`config.mk`:
```
export PLATFORM = sky130hd
export DESIGN_NAME = axi_lite_uart_arb
export DESIGN_NICKNAME = d
export VERILOG_FILES = /design/src/rtl/axi_lite_uart_arb.sv
export SDC_FILE = /design/constraint.sdc
export NUM_CORES = 1
export LEC_CHECK = 0
export CAP_MARGIN = 10
export CORE_AREA = 2 2 144 146
export DETAILED_ROUTE_END_ITERATION = 10
export DIE_AREA = 0 0 146 148
export GPL_ROUTABILITY_DRIVEN = 0
export GPL_TIMING_DRIVEN = 1
export PLACE_DENSITY = 0.76
export SYNTH_ARGS = -nofsm -noshare
export SYNTH_HDL_FRONTEND = slang
export SYNTH_SLANG_ARGS = --single-unit
```
`constraint.sdc`:
```
create_clock -name ACLK -period 1.65 [get_ports ACLK]
set_input_delay 0.165 -clock ACLK [delete_from_list [all_inputs] [get_ports ACLK]]
set_output_delay 0.165 -clock ACLK [all_outputs]
set_load 0.01 [all_outputs]
```
`src/rtl/axi_lite_uart_arb.sv`:
```
// Round-robin arbiter letting two single-beat requesters share one AXI4-Lite slave.
// One transaction is in flight at a time; the response is pulsed back to the owner only.
module axi_lite_uart_arb #(
  parameter int P_ADDR_WIDTH = 32,
  parameter int P_DATA_WIDTH = 32
) (
  input  logic                      ACLK,
  input  logic                      ARESETn,
  input  logic                      REQ0_VALID,
  input  logic                      REQ0_WE,
  input  logic [P_ADDR_WIDTH-1:0]   REQ0_ADDR,
  input  logic [P_DATA_WIDTH-1:0]   REQ0_WDATA,
  input  logic [P_DATA_WIDTH/8-1:0] REQ0_WSTRB,
  output logic                      REQ0_READY,
  output logic                      RSP0_VALID,
  output logic [P_DATA_WIDTH-1:0]   RSP0_RDATA,
  output logic [1:0]                RSP0_RESP,
  input  logic                      REQ1_VALID,
  input  logic                      REQ1_WE,
  input  logic [P_ADDR_WIDTH-1:0]   REQ1_ADDR,
  input  logic [P_DATA_WIDTH-1:0]   REQ1_WDATA,
  input  logic [P_DATA_WIDTH/8-1:0] REQ1_WSTRB,
  output logic                      REQ1_READY,
  output logic                      RSP1_VALID,
  output logic [P_DATA_WIDTH-1:0]   RSP1_RDATA,
  output logic [1:0]                RSP1_RESP,
  output logic                      M_AXI_AWVALID,
  output logic [P_ADDR_WIDTH-1:0]   M_AXI_AWADDR,
  output logic [2:0]                M_AXI_AWPROT,
  input  logic                      M_AXI_AWREADY,
  output logic                      M_AXI_WVALID,
  output logic [P_DATA_WIDTH-1:0]   M_AXI_WDATA,
  output logic [P_DATA_WIDTH/8-1:0] M_AXI_WSTRB,
  input  logic                      M_AXI_WREADY,
  input  logic                      M_AXI_BVALID,
  input  logic [1:0]                M_AXI_BRESP,
  output logic                      M_AXI_BREADY,
  output logic                      M_AXI_ARVALID,
  output logic [P_ADDR_WIDTH-1:0]   M_AXI_ARADDR,
  output logic [2:0]                M_AXI_ARPROT,
  input  logic                      M_AXI_ARREADY,
  input  logic                      M_AXI_RVALID,
  input  logic [P_DATA_WIDTH-1:0]   M_AXI_RDATA,
  input  logic [1:0]                M_AXI_RRESP,
  output logic                      M_AXI_RREADY,
  output logic [2:0]                dbg_state
);
  localparam int SW = P_DATA_WIDTH / 8;

  localparam logic [2:0] S_IDLE   = 3'd0;
  localparam logic [2:0] S_W_ADDR = 3'd1;
  localparam logic [2:0] S_W_RESP = 3'd2;
  localparam logic [2:0] S_R_ADDR = 3'd3;
  localparam logic [2:0] S_R_DATA = 3'd4;
  localparam logic [2:0] S_DONE   = 3'd5;

  logic [2:0]              state;
  logic                    last_grant;
  logic                    owner;
  logic [P_ADDR_WIDTH-1:0] cmd_addr;
  logic [P_DATA_WIDTH-1:0] cmd_wdata;
  logic [SW-1:0]           cmd_wstrb;
  logic                    req0_ready_q, req1_ready_q;
  logic                    rsp0_valid_q, rsp1_valid_q;
  logic [P_DATA_WIDTH-1:0] rsp_rdata;
  logic [1:0]              rsp_resp;
  logic                    aw_valid_q, w_valid_q, b_ready_q, ar_valid_q, r_ready_q;
  logic                    aw_done, w_done;

  logic                    grant_any, grant_sel, sel_we, launch;
  logic                    aw_hs, w_hs, b_hs, ar_hs, r_hs;
  logic [P_ADDR_WIDTH-1:0] sel_addr;
  logic [P_DATA_WIDTH-1:0] sel_wdata;
  logic [SW-1:0]           sel_wstrb;

  // Handshake rule on every channel: a transfer happens on the rising edge where
  // VALID and READY are both high; a VALID we drive never falls and its payload never
  // changes until that edge, and the requester must hold REQn_* stable until REQn_READY.
  always_comb begin
    grant_any = REQ0_VALID | REQ1_VALID;
    if (REQ0_VALID && REQ1_VALID) grant_sel = ~last_grant;
    else                          grant_sel = REQ1_VALID;
    sel_we    = grant_sel ? REQ1_WE    : REQ0_WE;
    sel_addr  = grant_sel ? REQ1_ADDR  : REQ0_ADDR;
    sel_wdata = grant_sel ? REQ1_WDATA : REQ0_WDATA;
    sel_wstrb = grant_sel ? REQ1_WSTRB : REQ0_WSTRB;
  end

  // The REQ_READY pulse marks the first cycle of the address state; channels open one cycle later.
  assign launch = req0_ready_q | req1_ready_q;
  assign aw_hs  = aw_valid_q & M_AXI_AWREADY;
  assign w_hs   = w_valid_q  & M_AXI_WREADY;
  assign b_hs   = b_ready_q  & M_AXI_BVALID;
  assign ar_hs  = ar_valid_q & M_AXI_ARREADY;
  assign r_hs   = r_ready_q  & M_AXI_RVALID;

  always_ff @(posedge ACLK or negedge ARESETn) begin
    if (!ARESETn) begin
      state        <= S_IDLE;
      last_grant   <= 1'b1;
      owner        <= 1'b0;
      cmd_addr     <= '0;
      cmd_wdata    <= '0;
      cmd_wstrb    <= '0;
      req0_ready_q <= 1'b0;
      req1_ready_q <= 1'b0;
      rsp0_valid_q <= 1'b0;
      rsp1_valid_q <= 1'b0;
      rsp_rdata    <= '0;
      rsp_resp     <= 2'b00;
      aw_valid_q   <= 1'b0;
      w_valid_q    <= 1'b0;
      b_ready_q    <= 1'b0;
      ar_valid_q   <= 1'b0;
      r_ready_q    <= 1'b0;
      aw_done      <= 1'b0;
      w_done       <= 1'b0;
    end else begin
      req0_ready_q <= 1'b0;
      req1_ready_q <= 1'b0;
      rsp0_valid_q <= 1'b0;
      rsp1_valid_q <= 1'b0;
      case (state)
        // DONE arbitrates like IDLE so back-to-back commands issue every 4 cycles.
        S_IDLE, S_DONE: begin
          state <= S_IDLE;
          if (grant_any) begin
            owner        <= grant_sel;
            last_grant   <= grant_sel;
            req0_ready_q <= ~grant_sel;
            req1_ready_q <= grant_sel;
            cmd_addr     <= sel_addr;
            cmd_wdata    <= sel_wdata;
            cmd_wstrb    <= sel_wstrb;
            aw_done      <= 1'b0;
            w_done       <= 1'b0;
            state        <= sel_we ? S_W_ADDR : S_R_ADDR;
          end
        end
        S_W_ADDR: begin
          if (launch) begin
            aw_valid_q <= 1'b1;
            w_valid_q  <= 1'b1;
          end else begin
            if (aw_hs) begin
              aw_valid_q <= 1'b0;
              aw_done    <= 1'b1;
            end
            if (w_hs) begin
              w_valid_q <= 1'b0;
              w_done    <= 1'b1;
            end
            if ((aw_done | aw_hs) && (w_done | w_hs)) begin
              b_ready_q <= 1'b1;
              state     <= S_W_RESP;
            end
          end
        end
        S_W_RESP: begin
          if (b_hs) begin
            b_ready_q    <= 1'b0;
            rsp_resp     <= M_AXI_BRESP;
            rsp_rdata    <= '0;
            rsp0_valid_q <= ~owner;
            rsp1_valid_q <= owner;
            state        <= S_DONE;
          end
        end
        S_R_ADDR: begin
          if (launch) begin
            ar_valid_q <= 1'b1;
          end else if (ar_hs) begin
            ar_valid_q <= 1'b0;
            r_ready_q  <= 1'b1;
            state      <= S_R_DATA;
          end
        end
        S_R_DATA: begin
          if (r_hs) begin
            r_ready_q    <= 1'b0;
            rsp_resp     <= M_AXI_RRESP;
            rsp_rdata    <= M_AXI_RDATA;
            rsp0_valid_q <= ~owner;
            rsp1_valid_q <= owner;
            state        <= S_DONE;
          end
        end
        default: state <= S_IDLE;
      endcase
    end
  end

  assign REQ0_READY    = req0_ready_q;
  assign REQ1_READY    = req1_ready_q;
  assign RSP0_VALID    = rsp0_valid_q;
  assign RSP1_VALID    = rsp1_valid_q;
  assign RSP0_RDATA    = rsp0_valid_q ? rsp_rdata : '0;
  assign RSP1_RDATA    = rsp1_valid_q ? rsp_rdata : '0;
  assign RSP0_RESP     = rsp0_valid_q ? rsp_resp : 2'b00;
  assign RSP1_RESP     = rsp1_valid_q ? rsp_resp : 2'b00;
  assign M_AXI_AWVALID = aw_valid_q;
  assign M_AXI_AWADDR  = cmd_addr;
  assign M_AXI_AWPROT  = 3'b000;
  assign M_AXI_WVALID  = w_valid_q;
  assign M_AXI_WDATA   = cmd_wdata;
  assign M_AXI_WSTRB   = cmd_wstrb;
  assign M_AXI_BREADY  = b_ready_q;
  assign M_AXI_ARVALID = ar_valid_q;
  assign M_AXI_ARADDR  = cmd_addr;
  assign M_AXI_ARPROT  = 3'b000;
  assign M_AXI_RREADY  = r_ready_q;
  assign dbg_state     = state;

endmodule

```
==> results.cfg, run 1 <==
[yosys]
syn_area_mm2 = 0.00596
syn_inst = 594
synth.most_common_cell = dfrtp_1
seq_area_frac_synth = 0.496
ys_warn_count = 0
synthTopCellsByCount = dfrtp_1, and2_1, a221o_1
synth_area_per_cell_um2 = 10.0
synth-edff-count = 0
synthFlopType = dfrtp_1
async_flop_share = 1.00
yosysTopAreaCellShare = 0.492
synth_area_leaders = dfrtp_1, a221o_1, and2_1
ys_ff_latch = 118
yosys.area.top_type = dfrtp_1
ys_types = 40

[finish]
register_area_mm2 = 0.00296
multi_input_area_mm2 = 0.00267
antennaDiodeCount = 0
fillers = 1672
final_nets = 1168
design_area_mm2 = 0.0114
layout-drive-gt1-share = 0.209
syn_to_final_growth_pct = 91.7

[drt]
wl_mm = 23.6
post_drt_wl_per_cell_um = 18.6
first_pass_iters = 5
vias = 6191
postRouteAntennaNets = 0
vias_per_cell = 4.89
drtIter0Drc = 293
drc = 0

[sta]
skew_ns = 0.00961
setup_viol = 102
setup_ws_ns = -0.179
min_period_ns = 1.83
hold_viol = 0
post-route-period-util = 1.11
fmaxAchievable_mhz = 547
slew_viol_final = 0
fin_hold_ws_ns = 0.312
rsz0062_at_grt = yes
finalSetupTns_ns = -8.77

[power]
vdd_drop_max_uv = 1190
combPwrFrac = 0.518
power_switching_mw = 6.80
seq_power_share = 0.281
p_int_mw = 12.9
p_clk_frac = 0.201
switching_share = 0.345
p_leak_nw = 5.08
p_total_mw = 19.7
cellPowerDensity_mw_per_mm2 = 1720

[cts]
clk_pin_slew_ns = 0.06
cts.sinks = 118
clk_latency_ns = 0.41
htree_levels = 4
cts_buffers = 17
cts_tree = built
clock_path_buffers = 2
cts_root_buf = clkbuf_16

[floorplanning]
dieArea_mm2 = 0.0216
die_h_um = 148
core_area_mm2 = 0.0200
die_w_um = 146
num_io_pins = 369
initial_core_util = 0.297
rows = 52

[critical_path]
cp_max_fo = 7
reg2reg_from = dbg_state[0]
reg2reg_slack_ns = -0.18
critPathKind = register to register
arrival_ns = 2.11
required_ns = 1.93
worstSetupEndpointType = register
crit_start = dbg_state[0]
setup.worst_path.start_class = register

[run_status]
violations = setup timing
status = finished with violations

[placed_design]
port_buffers = 362
postPlaceCellArea_mm2 = 0.00989
dp_hpwl_mm = 15.0

[global_route]
track_usage = 0.201
grt_pass1_vias = 6122
antenna_found_initial = 1
grt_max_degree = 65
grt_first_pass_wirelength_mm = 34.0
grt_overflow = 0

[worst_hold_path]
hold_class = input pin to asynchronous set/reset pin

[run]
drv_cap = 0
[per-stage QoR]
step / worst slack (ns) / std cells / utilization
after detailed placement: -0.249 / 1191 / 0.493
after floorplan: -0.135 / 599 / -
after CTS: -0.192 / 1248 / 0.551
after global placement: -0.203 / 1191 / 0.493
after global routing: -0.202 / 1267 / 0.570
final: -0.179 / 1267 / 0.570
[layout by cell type, fill, tap and decap left out, types with 17 or more instances in the layout]
master             n
clkdlybuf4s15_1   43
clkbuf_2          22
clkbuf_16         24
clkdlybuf4s50_1  288
buf_6             20
and3_1            60
inv_1             35
buf_4             42
dfrtp_1          111
nand2_1           26
and2_1            69
nand3_2           17
o21ai_1           24
a221o_1           61
nor2_1            19
[cell type report]
class / count / area share
Clock buffer: 19 / 0.0397
Clock inverter: 12 / 0.0156
Inverter: 35 / 0.0115
Multi-Input combinational cell: 360 / 0.233
Sequential cell: 118 / 0.259
Tap cell: 270 / 0.0296
Timing Repair Buffer: 453 / 0.411
[power by group through the flow]
stage               logic, mW  clock network, mW  registers [mW]
finish                   10.2               3.95            5.54
detailed placement       8.50                  0            5.44
floorplan                4.12                  0            5.58
CTS                      9.50               4.03            5.49
global placement         8.31                  0            5.45
global route             10.9               4.17            5.70
[metal layers]
| layer | GRT usage | vias to the layer above | routed length, µm |
|---|---|---|---|
| li1 | - | 2854 | - |
| met1 | 0.242 | 2981 | 9360 |
| met2 | 0.349 | 307 | 11700 |
| met3 | 0.0549 | 47 | 1740 |
| met4 | 0.0684 | 2 | 766 |
| met5 | 0 | - | 11 |
[kinds of logic (layout without fill, tap and decap cells)]
group                  Yosys count  in the layout  synth area share
buffers and inverters          121            519             0.114
multiplexers                     2              2           0.00336
AO/OA/AOI/OAI                  128            128             0.172
XOR/XNOR                         1              1           0.00273
flip-flops                     118            118             0.496
other                            1              6          0.000630
AND/OR/NAND/NOR                223            223             0.212
[worst max-delay path: stages, from the launching register on]
cell and delay (ns):
dfrtp_2 0.43, xor2_2 0.20, or3_4 0.45, buf_12 0.17, clkbuf_16 0.17, a221o_1 0.29
[timing repair]
| action | 4_1_cts | 5_1_grt |
|---|---|---|
| hold endpoints to repair | 117 | 0 |
| pin swaps | 20 | 15 |
| buffers inserted | 14 | 14 |
| endpoints found under the setup margin | 173 | 172 |
| gates resized for setup | 163 | 136 |
| hold buffers | 1 | 0 |
| cloned | 11 | 9 |
[sequential cells by signal, summed over array words and instances, names as in the netlist, 2 cells and up]
name,count
rsp_resp,2
rsp_rdata,32
M_AXI_ARADDR,32
dbg_state,3
M_AXI_WSTRB,4
M_AXI_WDATA,32
[worst paths after layout]
| kind | to | cells past startpoint |
|---|---|---|
| worst max-delay path | M_AXI_ARADDR[28] | 5 |
| worst min-delay path | rsp_rdata[17] | 3 |
| worst max register to register | M_AXI_ARADDR[28] | 5 |
| worst min register to register | w_done | 2 |
| max in group asynchronous | last_grant | 3 |
| min in group ACLK | rsp_rdata[9] | 3 |
(Power assumes the default switching activity.)
==> inputs of run 2 (changes only) <==
Settings changed: REMOVE_ABC_BUFFERS from default to 1, SKIP_CTS_REPAIR_TIMING from default to 1.
==> results.cfg, run 2 (same netlist as run 1, synthesis figures left out) <==
[run_status]
status = finished with violations
violations = setup timing

[floorplanning]
num_io_pins = 369
rows = 52
dieArea_mm2 = 0.0216
initial_core_util = 0.297
die_h_um = 148
core_area_mm2 = 0.0200
die_w_um = 146

[drt]
post_drt_wl_per_cell_um = 20.5
drc = 0
first_pass_iters = 5
vias_per_cell = 4.95
wl_mm = 25.7
vias = 6194
postRouteAntennaNets = 0
drtIter0Drc = 295

[sta]
setup_ws_ns = -0.220
setup_viol = 108
slew_headroom = 0.652
skew_ns = 0.00816
fin_hold_ws_ns = 0.124
fmaxAchievable_mhz = 535
hold_viol = 0
slew_viol_final = 0
post-route-period-util = 1.13
rsz0062_at_grt = yes
tightest_slew_ns = 0.520
min_period_ns = 1.87

[finish]
syn_to_final_growth_pct = 94.0
layout.cells.most_common = clkdlybuf4s50_1
layout-drive-gt1-share = 0.175
final_nets = 1151
final_cells = 1252
layout_common_cells = clkdlybuf4s50_1, dfrtp_1, dlymetal6s2s_1, and2_1, a221o_1

[power]
p_leak_nw = 6.15
seq_power_share = 0.277
combPwrFrac = 0.524
p_int_mw = 13.1
vdd_drop_max_uv = 1020
switching_share = 0.350
p_clk_frac = 0.199
power_switching_mw = 7.03
cellPowerDensity_mw_per_mm2 = 1740

[global_route]
grt_pass1_vias = 5714
grt_max_degree = 71
antenna_found_initial = 2
grt_overflow = 0
grt_first_pass_wirelength_mm = 32.4
track_usage = 0.191

[cts]
cts_root_buf = clkbuf_16
clock_path_buffers = 2
cts_buffers = 17
htree_levels = 4
cts_tree = built
clk_latency_ns = 0.41
cts.sinks = 118
clk_pin_slew_ns = 0.06

[worst_hold_path]
hold_class = input pin to asynchronous set/reset pin

[critical_path]
required_ns = 1.94
critPathKind = register to register
cp_max_fo = 7
arrival_ns = 2.16
setup.worst_path.start_class = register
worstSetupEndpointType = register

[placed_design]
port_buffers = 362
post-place-cells = 1182
dp_hpwl_mm = 16.0

[run]
drv_cap = 0
-- run 2: changes by cell type in the layout (fill, tap and decap cells not counted), moves of 10 or more --
| cell | previous run | this run |
|---|---|---|
| nand3_1 | 9 | 26 |
| nand3_2 | 17 | 6 |
| buf_4 | 42 | 25 |
| dlymetal6s2s_1 | 0 | 73 |
| clkdlybuf4s15_1 | 43 | 0 |
| and3_1 | 60 | 28 |
| o21ai_2 | 10 | 0 |
| and3_4 | 0 | 32 |
| clkbuf_2 | 22 | 0 |
-- run 2: cell type report --
class,count,area (µm²)
fill,1656,8490
timing repair buffer,434,4810
sequential,118,2960
multi-input combinational,362,2670
clock buffer,18,439
tap,270,338
clock inverter,14,200
inverter,35,131
antenna,1,2.50
-- run 2: routing by layer --
layer | share of wire | wire, µm | GRT usage | up-vias
li1 | - | - | - | 2819
met1 | 0.40 | 10300 | 0.240 | 3018
met2 | 0.51 | 13200 | 0.322 | 328
met3 | 0.073 | 1890 | 0.0599 | 27
met4 | 0.014 | 353 | 0.0461 | 2
met5 | 0.00047 | 12 | 0 | -
-- run 2: power by group through the flow --
stage / Sequential (mW) / Combinational [mW] / Clock [mW]
floorplan: 5.87 / 2.85 / 0
global placement: 5.48 / 8.24 / 0
detailed placement: 5.45 / 8.43 / 0
CTS: 5.49 / 8.42 / 4.10
global route: 5.70 / 11.1 / 4.21
finish: 5.57 / 10.5 / 4.00
-- run 2: worst paths after layout --
kind,start,endpoint,slack (ns),depth (start not counted)
setup / recovery,dbg_state[2],M_AXI_ARADDR[2],-0.22,4
hold / removal,ARESETn,rsp_rdata[6],0.12,2
setup reg to reg,dbg_state[2],M_AXI_ARADDR[2],-0.22,4
hold reg to reg,owner,RSP0_VALID,0.44,1
max in group asynchronous,ARESETn,last_grant,0.99,3
min in group ACLK,M_AXI_RDATA[24],rsp_rdata[24],0.31,3
-- run 2: critical path: stages (launching register included) --
cell       delay [ns]
dfrtp_2          0.49
xor2_4           0.23
or3_4            0.52
clkbuf_16        0.21
a221o_1          0.30
-- run 2: metrics by stage --
step,util,setup TNS [ns],instance area (µm²),total power [mW],setup slack (ns)
finish,0.576,-12.12,11600,20.1,-0.220
CTS,0.521,-22.91,10400,18.0,-0.289
global placement,0.489,-9.49,9810,13.7,-0.140
detailed placement,0.489,-13.18,9810,13.9,-0.173
global route,0.576,-17.44,11600,21.1,-0.251
floorplan,-,-160.31,5430,8.73,-1.70
==> inputs of run 3 (changes only) <==
Settings changed: SKIP_CTS_REPAIR_TIMING 1 to default.
==> results.cfg, run 3 (same netlist as run 1, synthesis figures left out) <==
[power]
p_leak_nw = 5.31
vdd_drop_max_uv = 994
cellPowerDensity_mw_per_mm2 = 1750
p_total_mw = 20.6

[floorplanning]
die_h_um = 148
dieArea_mm2 = 0.0216
die_w_um = 146
num_io_pins = 369
core_area_mm2 = 0.0200
rows = 52
initial_core_util = 0.297

[critical_path]
arrival_ns = 2.14
reg2reg_slack_ns = -0.20
crit_path_frequent_cell = buf_12
setup.worst_path.start_class = register
crit_chain = xor2_2 -> or3_4 -> buf_12 -> buf_12 -> a221o_1
r2r_end = M_AXI_WDATA[11]
crit_family = flip-flops
path_buf_inv = 2
slowest_stage = dfrtp_2
worstSetupEndpointType = register
worst_path_largest_cell_delay_ns = 0.47
reg2reg_depth = 5
critPathKind = register to register
reg2reg_from = dbg_state[0]
required_ns = 1.94
cp_max_fo = 8

[run_status]
violations = setup timing
status = finished with violations

[drt]
drc = 0
vias_per_cell = 4.97
wl_mm = 26.0
first_pass_iters = 5
vias = 6287
postRouteAntennaNets = 0
wl_met2_mm = 13.3
drtIter0Drc = 323
post_drt_wl_per_cell_um = 20.6
dr.max_layer_used = met4
wl_met1_mm = 9.88
wl_met3_mm = 2.02

[cts]
cts_buffers = 17
cts_tree = built
cts_root_buf = clkbuf_16
cts.sinks = 118
htree_levels = 4
clk_pin_slew_ns = 0.06
clock_path_buffers = 2
clk_latency_ns = 0.41

[run]
drv_cap = 0

[worst_hold_path]
hold_class = input pin to asynchronous set/reset pin

[global_route]
grt_max_degree = 68
track_usage = 0.223
antenna_found_initial = 2
grt_overflow = 0
grt_first_pass_wirelength_mm = 37.0
grt_pass1_vias = 6357

[placed_design]
dp_hpwl_mm = 16.0
port_buffers = 362
post-place-cells = 1182
dp_slack_ns = -0.173

[sta]
hold_viol = 0
min_period_ns = 1.85
fmaxAchievable_mhz = 539
finalSetupTns_ns = -11.94
rsz0062_at_grt = yes
setup_viol = 110
slew_viol_final = 0
skew_ns = 0.00714
post-route-period-util = 1.12
setup_ws_ns = -0.204

[finish]
layout.cells.most_common = clkdlybuf4s50_1
fillers = 1637
final_cells = 1265
syn_to_final_growth_pct = 97.9
layout_common_cells = clkdlybuf4s50_1, dfrtp_1, and2_1, a221o_1, dlygate4sd2_1
final_nets = 1163
layout-drive-gt1-share = 0.248
run 3: changes by cell type in the layout (fill, tap and decap cells not counted), sizes merged:
cell and delta:
clkdlybuf4s15 +1, clkbuf +13, or3 -2, dlygate4sd2 +54, clkdlybuf4s50 -1, buf +18
diode +1, dlymetal6s2s -71
run 3: worst max path at each step:
stage	startpoint	to	slack [ns]	cells after the start
detailed placement	REQ1_VALID	M_AXI_WDATA[11]	-0.17	5
global placement	dbg_state[2]	M_AXI_WDATA[3]	-0.14	6
global route	dbg_state[0]	dbg_state[1]	-0.24	7
floorplan	last_grant	M_AXI_ARADDR[0]	-1.70	3
CTS	dbg_state[2]	dbg_state[0]	-0.18	5
finish	dbg_state[0]	M_AXI_WDATA[11]	-0.20	5
run 3: repair_timing:
action / 4_1_cts / 5_1_grt
endpoints found under the hold margin: 117 / 0
buffers inserted: 19 / 14
endpoints found under the setup margin: 180 / 114
pin swaps: 23 / 31
cloned: 18 / 6
resized for setup: 178 / 126
hold buffers: 1 / 0
run 3: power breakdown:
part / total, mW / switching [mW] / leakage (nW) / internal [mW]
combinational: 11.1 / 4.58 / 3.56 / 6.49
clock: 4.01 / 1.43 / 0.303 / 2.58
sequential: 5.56 / 1.22 / 1.45 / 4.34
run 3: stage by stage:
| step | util | hold slack, ns | instance area, µm² |
|---|---|---|---|
| after floorplan | - | -0.131 | 5430 |
| after global placement | 0.489 | -0.0205 | 9810 |
| after detailed placement | 0.489 | -0.0168 | 9810 |
| after CTS | 0.568 | 0.0718 | 11400 |
| after global routing | 0.588 | 0.0891 | 11800 |
| final | 0.588 | 0.109 | 11800 |
run 3: final cells by class:
cell class	count	area, µm²	share of cell area
Antenna cell	2	5.00	0.000425
Clock buffer	18	439	0.0373
Clock inverter	14	200	0.0170
Inverter	35	131	0.0111
Multi-Input combinational cell	360	2900	0.246
Sequential cell	118	2960	0.251
Tap cell	270	338	0.0287
Timing Repair Buffer	448	4810	0.408
run 3: routing by layer:
metal / global-route usage / vias to the layer above
met2: 0.395 / 346
met4: 0.0743 / 0
met3: 0.0617 / 51
met1: 0.260 / 3050
met5: 0 / -
li1: - / 2840
